--- src/rtl/reglk_access_guard.sv ---
// Register-lock access guard: forwards bus reads, forwards writes only when the
// target lock bit is clear, and logs blocked or out-of-range accesses.
module reglk_access_guard #(
    parameter int unsigned NUM_WORDS = 6,
    parameter int unsigned ADDR_W    = 12,
    parameter int unsigned CNT_W     = 16
) (
    input  logic                   clk_i,
    input  logic                   rst_i,
    input  logic [NUM_WORDS*32-1:0] reglk_i,
    input  logic                   req_valid_i,
    output logic                   req_ready_o,
    input  logic                   req_we_i,
    input  logic [ADDR_W-1:0]      req_addr_i,
    input  logic [31:0]            req_wdata_i,
    output logic                   dn_valid_o,
    input  logic                   dn_ready_i,
    output logic                   dn_we_o,
    output logic [ADDR_W-1:0]      dn_addr_o,
    output logic [31:0]            dn_wdata_o,
    output logic                   rsp_valid_o,
    output logic                   rsp_err_o,
    input  logic                   viol_clr_i,
    output logic [CNT_W-1:0]       viol_count_o,
    output logic [ADDR_W-1:0]      viol_addr_o,
    output logic                   viol_irq_o
);

    localparam int unsigned NUM_REGS = NUM_WORDS * 32;
    localparam int unsigned IDX_W    = ADDR_W - 2;

    typedef enum logic [1:0] {
        ST_IDLE,
        ST_CHECK,
        ST_FWD,
        ST_RESP
    } state_t;

    state_t           state_q;
    state_t           state_d;
    logic [IDX_W-1:0] idx;
    logic             oor;
    logic             locked;
    logic             block;

    // Lock lookup on the captured address; out-of-range indices never match.
    always_comb begin
        idx    = dn_addr_o[ADDR_W-1:2];
        locked = 1'b0;
        for (int unsigned i = 0; i < NUM_REGS; i++) begin
            if (idx == IDX_W'(i)) begin
                locked = reglk_i[i];
            end
        end
        oor   = (32'(idx) >= NUM_REGS);
        block = oor | (dn_we_o & locked);
    end

    always_ff @(posedge clk_i) begin
        if (rst_i) begin
            state_q <= ST_IDLE;
        end else begin
            state_q <= state_d;
        end
    end

    always_comb begin
        state_d = state_q;
        case (state_q)
            ST_IDLE:  if (req_valid_i) state_d = ST_CHECK;
            ST_CHECK: state_d = block ? ST_RESP : ST_FWD;
            ST_FWD:   if (dn_ready_i) state_d = ST_RESP;
            ST_RESP:  state_d = ST_IDLE;
            default:  state_d = ST_IDLE;
        endcase
    end

    // Handshake flags are registered from the next state so they track it exactly.
    always_ff @(posedge clk_i) begin
        if (rst_i) begin
            req_ready_o <= 1'b1;
            dn_valid_o  <= 1'b0;
            rsp_valid_o <= 1'b0;
            rsp_err_o   <= 1'b0;
            dn_we_o     <= 1'b0;
            dn_addr_o   <= '0;
            dn_wdata_o  <= '0;
        end else begin
            req_ready_o <= (state_d == ST_IDLE);
            dn_valid_o  <= (state_d == ST_FWD);
            rsp_valid_o <= (state_d == ST_RESP);
            rsp_err_o   <= (state_q == ST_CHECK) && block;
            if (state_q == ST_IDLE && req_valid_i) begin
                dn_we_o    <= req_we_i;
                dn_addr_o  <= req_addr_i;
                dn_wdata_o <= req_wdata_i;
            end
        end
    end

    // Violation log; a new violation takes priority over a simultaneous clear.
    always_ff @(posedge clk_i) begin
        if (rst_i) begin
            viol_count_o <= '0;
            viol_addr_o  <= '0;
            viol_irq_o   <= 1'b0;
        end else if (state_q == ST_CHECK && block) begin
            if (viol_clr_i) begin
                viol_count_o <= CNT_W'(1);
            end else if (viol_count_o != {CNT_W{1'b1}}) begin
                viol_count_o <= viol_count_o + CNT_W'(1);
            end
            viol_addr_o <= dn_addr_o;
            viol_irq_o  <= 1'b1;
        end else if (viol_clr_i) begin
            viol_count_o <= '0;
            viol_irq_o   <= 1'b0;
        end
    end

endmodule
--- config.mk ---
export PLATFORM = sky130hd
export DESIGN_NAME = reglk_access_guard
export DESIGN_NICKNAME = d
export VERILOG_FILES = /design/src/rtl/reglk_access_guard.sv
export SDC_FILE = /design/constraint.sdc
export NUM_CORES = 1
export LEC_CHECK = 0
export BUFFER_PORTS_ARGS = -buffer_cell sky130_fd_sc_hd__buf_2
export CAP_MARGIN = 20
export CORE_AREA = 2 2 125 127
export CTS_BUF_LIST = sky130_fd_sc_hd__clkbuf_2
export CTS_CLUSTER_DIAMETER = 200
export DETAILED_ROUTE_END_ITERATION = 16
export DIE_AREA = 0 0 127 129
export PLACE_DENSITY = 0.75
export RECOVER_POWER = 100
export SETUP_SLACK_MARGIN = 0.1
export SLEW_MARGIN = 20
export SYNTH_ARGS = -nofsm -noshare
export SYNTH_HDL_FRONTEND = slang
export SYNTH_SLANG_ARGS = --single-unit
export TNS_END_PERCENT = 50
--- constraint.sdc ---
create_clock -name clk_i -period 3.3 [get_ports clk_i]
set_input_delay 0.66 -clock clk_i [delete_from_list [all_inputs] [get_ports clk_i]]
set_output_delay 0.66 -clock clk_i [all_outputs]
set_load 0.05 [all_outputs]
Word-level counts from Yosys, hierarchy flattened
Index checks and enable logic that the tools add are counted.
{"block": "op_classes", "magnitude_cmp": 1, "reduce_logical": 8, "addsub": 1, "eq_ne": 197, "bitwise": 2, "mux": 202}
{"op": "$eq 10x7->1 const B", "n": 64}
{"op": "$eq 10x8->1 const B", "n": 64}
{"op": "$eq 10x6->1 const B", "n": 32}
{"op": "$mux 1", "n": 195}
{"op": "$eq 10x5->1 const B", "n": 16}
{"op": "$eq 10x4->1 const B", "n": 8}
{"op": "$mux 16", "n": 4}
{"op": "$eq 10x3->1 const B", "n": 4}
{"op": "$eq 10x2->1 const B", "n": 2}
{"op": "$add 16x1->16 const B", "n": 1}
{"op": "$ne 16x16->1 const B", "n": 1}
{"op": "$eq 10x1->1 const B", "n": 1}
{"op": "$ge 10x8->1 const B", "n": 1}
{"op": "$logic_not 10->1", "n": 1}
{"op": "$eq 2x2->1 const B", "n": 4}
{"op": "$pmux 2 s4", "n": 1}
{"op": "$logic_not 2->1", "n": 2}
{"op": "$mux 2", "n": 2}
{"op": "$reduce_bool 2->1", "n": 2}
{"op": "$eq 2x1->1 const B", "n": 1}
{"op": "$logic_and 1x1->1", "n": 2}
{"op": "$reduce_and 2->1", "n": 1}
{"op": "$and 1x1->1", "n": 1}
{"op": "$or 1x1->1", "n": 1}
{"block": "word_totals", "reg_bits": 80, "output_inout_bits": 78, "elab_cells": 422}

Longest topological paths before layout
Gate-level depths: netlist of run 1.
{"block": "depth", "ltp_word": 198, "mapped_depth": 15, "ltp_nobuf": 10}

Worst setup path after synthesis of run 1
OpenSTA, ideal clock, no wires.
{"block": "synth_path", "path_type": "flip-flop to flip-flop", "start": "reg dn_addr_o[5]", "end": "reg viol_count_o[12]", "required_time_ns": 3.184, "path_stages_with_launch": 13, "t_arrival_ns": 3.250, "n_path_buf": 2, "path_slack_ns": -0.065, "period_less_slack_ns": 3.365, "cell_sequence": "dfxtp_1 -> buf_4 -> or3b_1 -> a2111oi_4 -> a221oi_1 -> nor2_2 -> o22ai_1 -> a2111oi_2 -> o21ai_2 -> a211oi_4 -> buf_6 -> a21oi_1 -> a31o_1"}
{"block": "synth_between", "elab_chain_len": 198}
{"element": "start, declared", "line_no": "19", "rtl": "output logic [ADDR_W-1:0] dn_addr_o,"}
{"element": "start signal, assigned", "line_no": "95", "rtl": "dn_addr_o <= req_addr_i;"}
{"element": "$logic_not 10->1", "line_no": "51", "rtl": "if (idx == IDX_W'(i)) begin"}
{"element": "$mux 1 (192 in series)", "line_no": "51"}
{"element": "$and 1x1->1", "line_no": "56", "rtl": "block = oor | (dn_we_o & locked);"}
{"element": "$or 1x1->1 (*)", "line_no": "56"}
{"element": "$logic_and 1x1->1 (*)", "line_no": "107", "rtl": "end else if (state_q == ST_CHECK && block) begin"}
{"element": "$reduce_bool 2->1 (no source line)"}
{"element": "$reduce_and 2->1 (no source line)"}
{"element": "end signal, assigned", "line_no": "111", "rtl": "viol_count_o <= viol_count_o + CNT_W'(1);"}
{"element": "end, declared", "line_no": "24", "rtl": "output logic [CNT_W-1:0] viol_count_o,"}
Every way passes the cells marked *; elsewhere a longest branch is shown, timed or not.
A chain may end at the register's enable or synchronous reset.

Worst setup path after layout of run 1
{"block": "layout_path", "start": "reg dn_addr_o[11]", "end": "reg viol_count_o[2]"}
Same word-level chain as after synthesis.

==> metrics, run 1 <==
status finished with violations; failing checks capacitance limit, slew limit; cell with the most instances after synthesis nand2_1; Max-cap violations 1; Synth top cells by count nand2_1, a21oi_1, dfxtp_1; top-area cell type share of the netlist area 0.253; via count 8543; largest net degree at the start of global routing 46; I/O pin count 320; initial DRC count 716; Placement Setup Slack -0.223 ns; Synth cell types 90; vias per cell 5.97; Remaining Overflow, GRT 0; Routed Wire Length between 20000 and 30000 um; Tightest Pin Transition 1.85 ns; worst setup margin 0.0991 ns; Wirelength per Cell 20.4 um; power per cell area 330 nW/um2; Sequential Area 1620 um2; dpl cell area slightly below 9000 um2; Final Max Slew Viols 46; Pwr Total 3.05 mW; Synth Register Bits 80; Hold Crit Class input pin to flop; gp weighted congestion 1.07; number of global-route vias before repair 8320; first-pass GRT wire length 44200 um; Finished Layout Cells 1431; Syn Inst Count 841; final instance area 9250 um2; DR pass1 iterations 6; PortBufs approximately 320; Detailed Place HPWL 23100 um; Initial Util 0.422; Slew HR -0.235; Area contributors post-synth dfxtp_1, nand2_1, a21oi_1; Static Leakage 3.79 nW; required time of the critical path 3.73 ns; row count 45; skew final approximately 0.049 ns; final hold vios 0; RSZ-0062 raised after global routing true; initial antenna violation count 3; clk root buf clkbuf_2; EDFF count, synth 0; fin crit period 3.20 ns; Cell Chain, Critical Path buf_4 > or4b_4 > buf_4 > o32a_1 > o22ai_1 > a21boi_0 > o2111ai_2 > a41oi_4 > a211oi_4 > buf_6 > buf_6 > a21oi_1 > a31o_2; clk sink count 80; Multi-input gate area 4550 um2; latest clock arrival within the worst-skew pair ~0.53 ns; syn nets 1084; Crit Path Max Fanout 6; Setup TNS 0 ns; Final Util 0.618; worst ir drop on vdd 0.364 mV; Synth async-reset ratio 0; Fillers approximately 1500; crit path capture type flop; Hold WS ~0.34 ns; TritonCTS clock tree done; period utilisation layout 0.970; die width between 100 and 150 um; Yosys top cell by area dfxtp_1; WS Path Type flop to flop; sequential area share after synthesis 0.253; top_reg_cell synth dfxtp_1; data arrival time of the worst path 3.63 ns; DIE HEIGHT 129 um; syn_area_per_cell 7.52 um2; drt drc 0; Total GRT Usage 0.346; post-route ant nets 0; Die ar. 16400 um2; Peak Freq roughly 0.31 GHz; Area Overhead vs Synth 46.2%; crit path launch type flop; CTS Buf Count 9; nets around 1500; share of cells above drive strength 1 0.398; H-tree levels 3; Synth Cell Area ~6300 um2; Slowest Stage Delay on Critical Path 0.51 ns; Final setup viols 0; Syn. warnings 0; Critical-path top delay cell or4b_4; Max clock buf depth 2; dpl cells about 1400; clk slew on worst S/H paths 0.21 ns; core area roughly 15000 um2
[registers in the layout, indices dropped and copies added, names as in the netlist]
name,count
dn_wdata_o,32
viol_count_o,16
dn_addr_o,12
viol_addr_o,12
state_q,2
dn_valid_o,1
dn_we_o,1
req_ready_o,1
rsp_err_o,1
rsp_valid_o,1
viol_irq_o,1
[final timing paths]
path,startpoint,cells past startpoint,endpoint,slack [ns]
hold reg to reg,dn_wdata_o[1],2,dn_wdata_o[1],0.47
hold / removal,req_addr_i[11],3,dn_addr_o[11],0.34
setup reg to reg,dn_addr_o[11],13,viol_count_o[2],0.1
setup / recovery,dn_addr_o[11],13,viol_count_o[2],0.1
[kinds of logic (layout without fill, tap and decap cells)]
group | count (synthesis) | count (layout) | synth area share
flops | 80 | 80 | 0.253
simple gates | 335 | 335 | 0.265
fa+ha+maj | 1 | 1 | 0.00198
buf+inv | 85 | 485 | 0.0657
mux | 51 | 51 | 0.0987
compound gates | 288 | 288 | 0.315
other cells | 0 | 2 | 0
xor+xnor | 1 | 1 | 0.00138
[final cells by class]
cell class | instances | area share
Multi-Input combinational cell | 676 | 0.492
Timing Repair Buffer | 459 | 0.291
Sequential cell | 80 | 0.175
Tap cell | 188 | 0.0254
Clock inverter | 6 | 0.00636
Clock buffer | 9 | 0.00487
Inverter | 11 | 0.00446
Antenna cell | 2 | 0.000541
[critical path: cells and delay by family, from the launching register on]
family	cells	cell delay (ns)
simple gates	1	0.51
buf+inv	4	0.60
compound gates	8	1.59
flops	1	0.42
[where the power goes]
part	internal (mW)	switching (mW)
logic	0.587	0.883
clock network	0.167	0.332
registers	1.03	0.0532
total	1.78	1.27
[what timing repair did]
action	in CTS	in global routing
pin swaps	13	27
setup endpoints to repair	34	34
gates cloned	1	0
buffers inserted	8	11
hold buffers	0	0
resized for setup	25	53
[layout by cell type (no fill, tap or decap), types with 6 or more instances in the layout]
cell	netlist	final
nand3_1	18	18
a21oi_1	93	89
clkbuf_1	32	78
buf_12	0	7
o211ai_1	9	9
and3_1	15	15
a22oi_1	7	6
mux4_2	8	8
mux2_2	11	10
nor2_1	72	68
inv_1	10	10
buf_2	26	243
nand2b_1	8	7
clkbuf_2	0	9
nand3b_1	7	7
nor2b_1	9	8
nor3_1	14	12
dfxtp_2	0	6
buf_6	6	15
mux2i_1	32	31
or3_1	8	8
dfxtp_1	80	71
a31oi_1	9	8
a21o_1	13	13
o21ai_0	40	37
buf_4	5	116
a31o_2	6	6
a32oi_1	8	6
o22ai_1	13	12
nand2_1	139	138
[metal layers]
metal | global-route usage | vias to the layer above | part of all wire
li1 | - | 3936 | -
met1 | 0.391 | 3931 | 0.37
met2 | 0.587 | 553 | 0.47
met3 | 0.0852 | 119 | 0.10
met4 | 0.217 | 4 | 0.064
met5 | 0 | - | 0.00093
No activity file was read; power rests on OpenSTA's default activity.
==> inputs of run 2 (changes only) <==
--- a/config.mk
+++ b/config.mk
@@ -5,15 +5,18 @@
 export SDC_FILE = /design/constraint.sdc
 export NUM_CORES = 1
 export LEC_CHECK = 0
+export ABC_AREA = 1
 export BUFFER_PORTS_ARGS = -buffer_cell sky130_fd_sc_hd__buf_2
 export CAP_MARGIN = 20
-export CORE_AREA = 2 2 125 127
+export CORE_AREA = 2 2 123 125
 export CTS_BUF_LIST = sky130_fd_sc_hd__clkbuf_2
 export CTS_CLUSTER_DIAMETER = 200
 export DETAILED_ROUTE_END_ITERATION = 16
-export DIE_AREA = 0 0 127 129
+export DIE_AREA = 0 0 125 127
+export GPL_ROUTABILITY_DRIVEN = 0
 export PLACE_DENSITY = 0.75
 export RECOVER_POWER = 100
+export REMOVE_ABC_BUFFERS = 1
 export SETUP_SLACK_MARGIN = 0.1
 export SLEW_MARGIN = 20
 export SYNTH_ARGS = -nofsm -noshare
==> metrics, run 2 <==
RSZ-0062 raised after global routing true; CTS Buf Count 9; CTS Hold Buffers Added 0; PortBufs between 300 and 400; number of global-route vias before repair 8231; worst path bufs/invs 4; Hold WS 0.330 ns; Peak Freq roughly 0.10 GHz; Final setup viols 34; largest net degree at the start of global routing 38; EDFF count, synth 0; final hold vios 0; top_reg_cell synth dfxtp_1; period utilisation layout 2.90; Fillers 1441; Syn Inst Count 1009; Total GRT Usage 0.334; Final Max Slew Viols 0; most frequent cells in the layout buf_2, nor2_1, nand2_1; syn_area_per_cell between 5 and 6 um2; Static Leakage 4.18 nW; nets 1686; max reg flops 32; Syn. warnings 0; skew final 0.0457 ns; Slowest Stage Delay on Critical Path 0.48 ns; failing checks setup timing; worst r2r src dn_addr_o[2]; H-tree levels 3; Slew HR 0.265; core area 14400 um2; first-pass GRT wire length ~42000 um; Tightest Pin Transition 1.10 ns; crit-path leading delay family simple AND/OR/NAND/NOR gates; Synth cell types 39; cell with the most instances after synthesis nor2_1; dpl cell area ~8600 um2; Synth Register Bits 80; initial DRC count 687; I/O pin count 320; worst hold stages 3; Biggest register dn_wdata_o; share of cells above drive strength 1 0.331; hold path start req_wdata_i[31]; sequential area share after synthesis 0.267; crit path capture type flop; worst ir drop on vdd between 0.3 and 0.4 mV; Routed Wire Length approximately 28000 um; commonest non-fill, non-tap cell in the layout buf_2; clk sink count 80; Hold Crit Class input pin to flop; Synth async-reset ratio 0; status finished with violations; row count 44; Setup TNS -211.49 ns; biggest regs dn_wdata_o: 32 flops, viol_count_o: 16 flops; Initial Util 0.415; Multi-input gate area 3750 um2; Max-cap violations 0; fin crit period 9.57 ns; DR pass1 iterations 7; worst r2r dst viol_count_o[15]; Die ar. between 15000 and 20000 um2; Sequential Area 1620 um2; die width 125 um; Max clock buf depth 2; clk root buf clkbuf_2; crit path launch type flop; initial antenna violation count 5; Area contributors post-synth dfxtp_1, nor2_1, nand2_1; vias per cell around 5.4; drt drc 0; top-area cell type share of the netlist area 0.267; Remaining Overflow, GRT 0; clk slew on worst S/H paths 0.28 ns; hold path endpoint dn_wdata_o[31]; Placement Setup Slack -6.26 ns; Wirelength per Cell 17.2 um; Pwr Total about 3.3 mW; final instance area 8850 um2; TritonCTS clock tree done; Crit Path Max Fanout 7; worst setup margin -6.27 ns; Detailed Place HPWL between 20000 and 25000 um; via count ~8800; most frequent cell on the critical path nand2_1; required time of the critical path 3.76 ns; latest clock arrival within the worst-skew pair 0.55 ns; WS Path Type flop to flop; Area Overhead vs Synth 47.7%; Synth top cells by count nor2_1, nand2_1, inv_1; Yosys top cell by area dfxtp_1; post-route ant nets 0; Synth Cell Area 5990 um2; Critical-path top delay cell dfxtp_4; data arrival time of the worst path between 10 and 15 ns; power per cell area 376 nW/um2; DIE HEIGHT roughly 130 um; R2R depth 142; flop2flop setup slack -6.27 ns
run 2: cell count changes after synthesis, moves of 13 or more:
cell      delta
o21ai_0     +18
nor2_1     +136
a21oi_1     -57
a31oi_1     +44
nand2_1     +38
buf_2       -21
nand3_1     +93
a21o_1      -13
and3_1      -13
inv_1      +103
clkbuf_1    -13
nand4_1     +35
mux2i_1     -32
run 2: how the worst max path moves through the flow:
| stage | endpoint | cells after the start | slack, ns | start |
|---|---|---|---|---|
| 3_5_place_dp | viol_count_o[15] | 144 | -6.26 | reglk_i[0] |
| 2_1_floorplan | dn_valid_o | 138 | -5.75 | dn_addr_o[10] |
| 5_1_grt | viol_count_o[15] | 144 | -7.88 | dn_addr_o[2] |
| 6_report | viol_count_o[15] | 142 | -6.27 | dn_addr_o[2] |
| 4_1_cts | viol_count_o[7] | 143 | -6.07 | dn_addr_o[3] |
| 3_3_place_gp | viol_count_o[10] | 144 | -6.00 | reglk_i[0] |
run 2: kinds of logic after synthesis:
kind of cell / Yosys count / share of synthesized area
flip-flops: 80 / 0.267
AO/OA/AOI/OAI: 156 / 0.146
XOR/XNOR: 6 / 0.00877
adder cells (fa/ha/maj): 1 / 0.00209
AND/OR/NAND/NOR: 593 / 0.445
buffers and inverters: 173 / 0.131
run 2: worst register-to-register path, delay by kind of cell (launching register included):
family                 cells  cell delay (ns)
and+or+nand+nor          138             8.66
DFF                        1             0.48
buffers and inverters      4             0.38
run 2: through the flow:
step                      utilization  std cells
after floorplan                     -        965
after global placement          0.596       1609
after detailed placement        0.596       1609
after CTS                       0.612       1629
after global routing            0.613       1637
final                           0.613       1638
run 2: what timing repair did:
action                                  4_1_cts  5_1_grt
pin swaps                                     3       12
setup buffers                                 4        2
resized for setup                            28       23
endpoints found under the setup margin       34       34
endpoints found under the hold margin         0        0
cloned                                        0        1
run 2: final cells by class:
class	instances	share of cell area
multi-input combinational	757	0.424
timing repair buffer	466	0.298
sequential	80	0.183
inverter	129	0.0553
tap	184	0.0260
clock inverter	7	0.00665
clock buffer	9	0.00509
antenna	6	0.00170
run 2: layer usage:
layer | GRT usage | wire, um
met5 | 0 | 0
met4 | 0.190 | 1560
met3 | 0.0745 | 2940
met2 | 0.571 | 13200
met1 | 0.387 | 10500
run 2: where the power goes:
part | switching [mW] | total [mW] | internal, mW
Combinational | 1.11 | 1.72 | 0.601
Clock | 0.389 | 0.503 | 0.114
Sequential | 0.0557 | 1.11 | 1.06
==> inputs of run 3 (changes only) <==
--- a/config.mk
+++ b/config.mk
@@ -5,16 +5,15 @@
 export SDC_FILE = /design/constraint.sdc
 export NUM_CORES = 1
 export LEC_CHECK = 0
-export ABC_AREA = 1
 export BUFFER_PORTS_ARGS = -buffer_cell sky130_fd_sc_hd__buf_2
 export CAP_MARGIN = 20
 export CORE_AREA = 2 2 123 125
-export CTS_BUF_LIST = sky130_fd_sc_hd__clkbuf_2
+export CTS_BUF_LIST = sky130_fd_sc_hd__clkbuf_16
 export CTS_CLUSTER_DIAMETER = 200
 export DETAILED_ROUTE_END_ITERATION = 16
 export DIE_AREA = 0 0 125 127
 export GPL_ROUTABILITY_DRIVEN = 0
-export PLACE_DENSITY = 0.75
+export PLACE_DENSITY = 0.77
 export RECOVER_POWER = 100
 export REMOVE_ABC_BUFFERS = 1
 export SETUP_SLACK_MARGIN = 0.1
==> metrics, run 3 (synthesis results as in run 1) <==
status finished with violations; failing checks capacitance limit, slew limit, setup timing; worst ir drop on vdd 0.434 mV; skew final 0.0114 ns; worst setup margin -0.0123 ns; via count 8814; required time of the critical path 3.57 ns; most frequent cells in the layout buf_2, nand2_1, a21oi_1, buf_4, clkbuf_1; DR pass1 iterations 7; core area 14400 um2; post-route ant nets 0; Placement Setup Slack -0.0354 ns; clk sink count 80; Die ar. 15900 um2; Initial Util 0.439; CTS Buf Count 9; Static Leakage 3.78 nW; Slew HR -0.0336; crit path capture type flop; latest clock arrival within the worst-skew pair 0.34 ns; met3 WL about 3500 um; first-pass GRT wire length 43000 um; Total GRT Usage 0.340; crit path launch type flop; Hold Crit Class flop to flop; Final Max Slew Viols 37; DR top layer met5; Cell Chain, Critical Path buf_12 > clkinvlp_4 > buf_4 > and3_1 > o21ai_0 > a41oi_2 > a311oi_2 > o211ai_1 > a41oi_4 > a211oi_4 > buf_6 > clkbuf_16 > a31o_4 > a21oi_2; period utilisation layout 1.00; Max clock buf depth 2; Comb pwr share 0.424; vias per cell 6.26; fin crit period roughly 3.3 ns; nets 1456; Final setup viols 1; RSZ-0062 raised after global routing true; initial DRC count ~990; commonest non-fill, non-tap cell in the layout buf_2; H-tree levels 3; final hold vios 0; I/O pin count 320; Clock power frac 0.263; Int Pwr 2.11 mW; Hold WS 0.451 ns; Detailed Place HPWL 22300 um; Area Overhead vs Synth 48.7%; drt drc 0; largest net degree at the start of global routing 65; Sequential Power Share 0.314; Routed Wire Length 30400 um; Switching Share 0.388; share of cells above drive strength 1 0.391; met2 wire length 14300 um; Fillers 1302; TritonCTS clock tree done; Metal-1 WL 10400 um; Critical-path top delay cell dfxtp_4; CTS Hold Buffers Added 0; Peak Freq 0.302 GHz; WS Path Type flop to flop; Biggest register dn_wdata_o; biggest regs dn_wdata_o: 32 flops, viol_count_o: 16 flops; Slowest Stage Delay on Critical Path around 0.41 ns; Final Util 0.652; row count 44; PortBufs roughly 320; Remaining Overflow, GRT 0; die width 125 um; clk root buf clkbuf_16; number of global-route vias before repair 8227; Max-cap violations 1; power per cell area 366 nW/um2; Tightest Pin Transition between 1.5 and 2 ns; Switch Pwr 1.34 mW; data arrival time of the worst path 3.58 ns; initial antenna violation count 8; Crit Path Max Fanout 13; DIE HEIGHT 127 um; clk slew on worst S/H paths 0.06 ns; max reg flops 32; Wirelength per Cell 21.6 um
==> run 3: repair_timing <==
item / CTS / global route
buffers inserted: 0 / 30
pin swaps: 2 / 35
endpoints found under the hold margin: 0 / 0
gates cloned: 0 / 5
gates resized for setup: 9 / 84
endpoints found under the setup margin: 30 / 33
==> run 3: worst paths after layout <==
path,startpoint,end,slack [ns],cells after the start
min reg2reg,dn_wdata_o[1],dn_wdata_o[1],0.45,2
min,dn_wdata_o[1],dn_wdata_o[1],0.45,2
max,dn_addr_o[4],viol_count_o[15],-0.01,14
max reg2reg,dn_addr_o[4],viol_count_o[15],-0.01,14
==> run 3: final cells by class <==
cell class / count / area, um2 / share of cell area
diodes: 5 / 12.5 / 0.00133
clock buffers: 9 / 225 / 0.0239
clock inverters: 7 / 46.3 / 0.00492
inverters: 11 / 48.8 / 0.00518
multi-input cells: 676 / 4600 / 0.488
flip-flops and latches: 80 / 1630 / 0.173
well taps: 184 / 230 / 0.0245
repair buffers: 435 / 2630 / 0.279
==> run 3: through the flow <==
stage,cells,instance area (um2),TNS (ns),total power [mW]
after global placement,1351,8500,0,2.37
final,1407,9410,-0.0123,3.45
after global routing,1407,9410,-1.05,3.60
after floorplan,767,5950,-90.28,1.82
after detailed placement,1351,8500,-0.0613,2.38
after CTS,1367,8800,0,3.29
==> run 3: routing by layer <==
layer / up-vias / track usage
met4: 6 / 0.201
met2: 713 / 0.588
met5: - / 0
met1: 4013 / 0.383
li1: 3898 / -
met3: 184 / 0.0825
==> run 3: power groups by stage <==
stage	Combinational [mW]	Clock [mW]	Sequential, mW
2_1_floorplan	0.487	0	1.33
3_3_place_gp	1.27	0	1.10
3_5_place_dp	1.28	0	1.10
4_1_cts	1.29	0.918	1.08
5_1_grt	1.54	0.971	1.09
6_report	1.46	0.906	1.08
==> run 3: worst max-delay path: cells and delay by family (launching register included) <==
family / cells / cell delay, ns
buffers and inverters: 5 / 0.89
AOI/OAI and AO/OA: 8 / 1.80
DFF: 1 / 0.41
and+or+nand+nor: 1 / 0.14
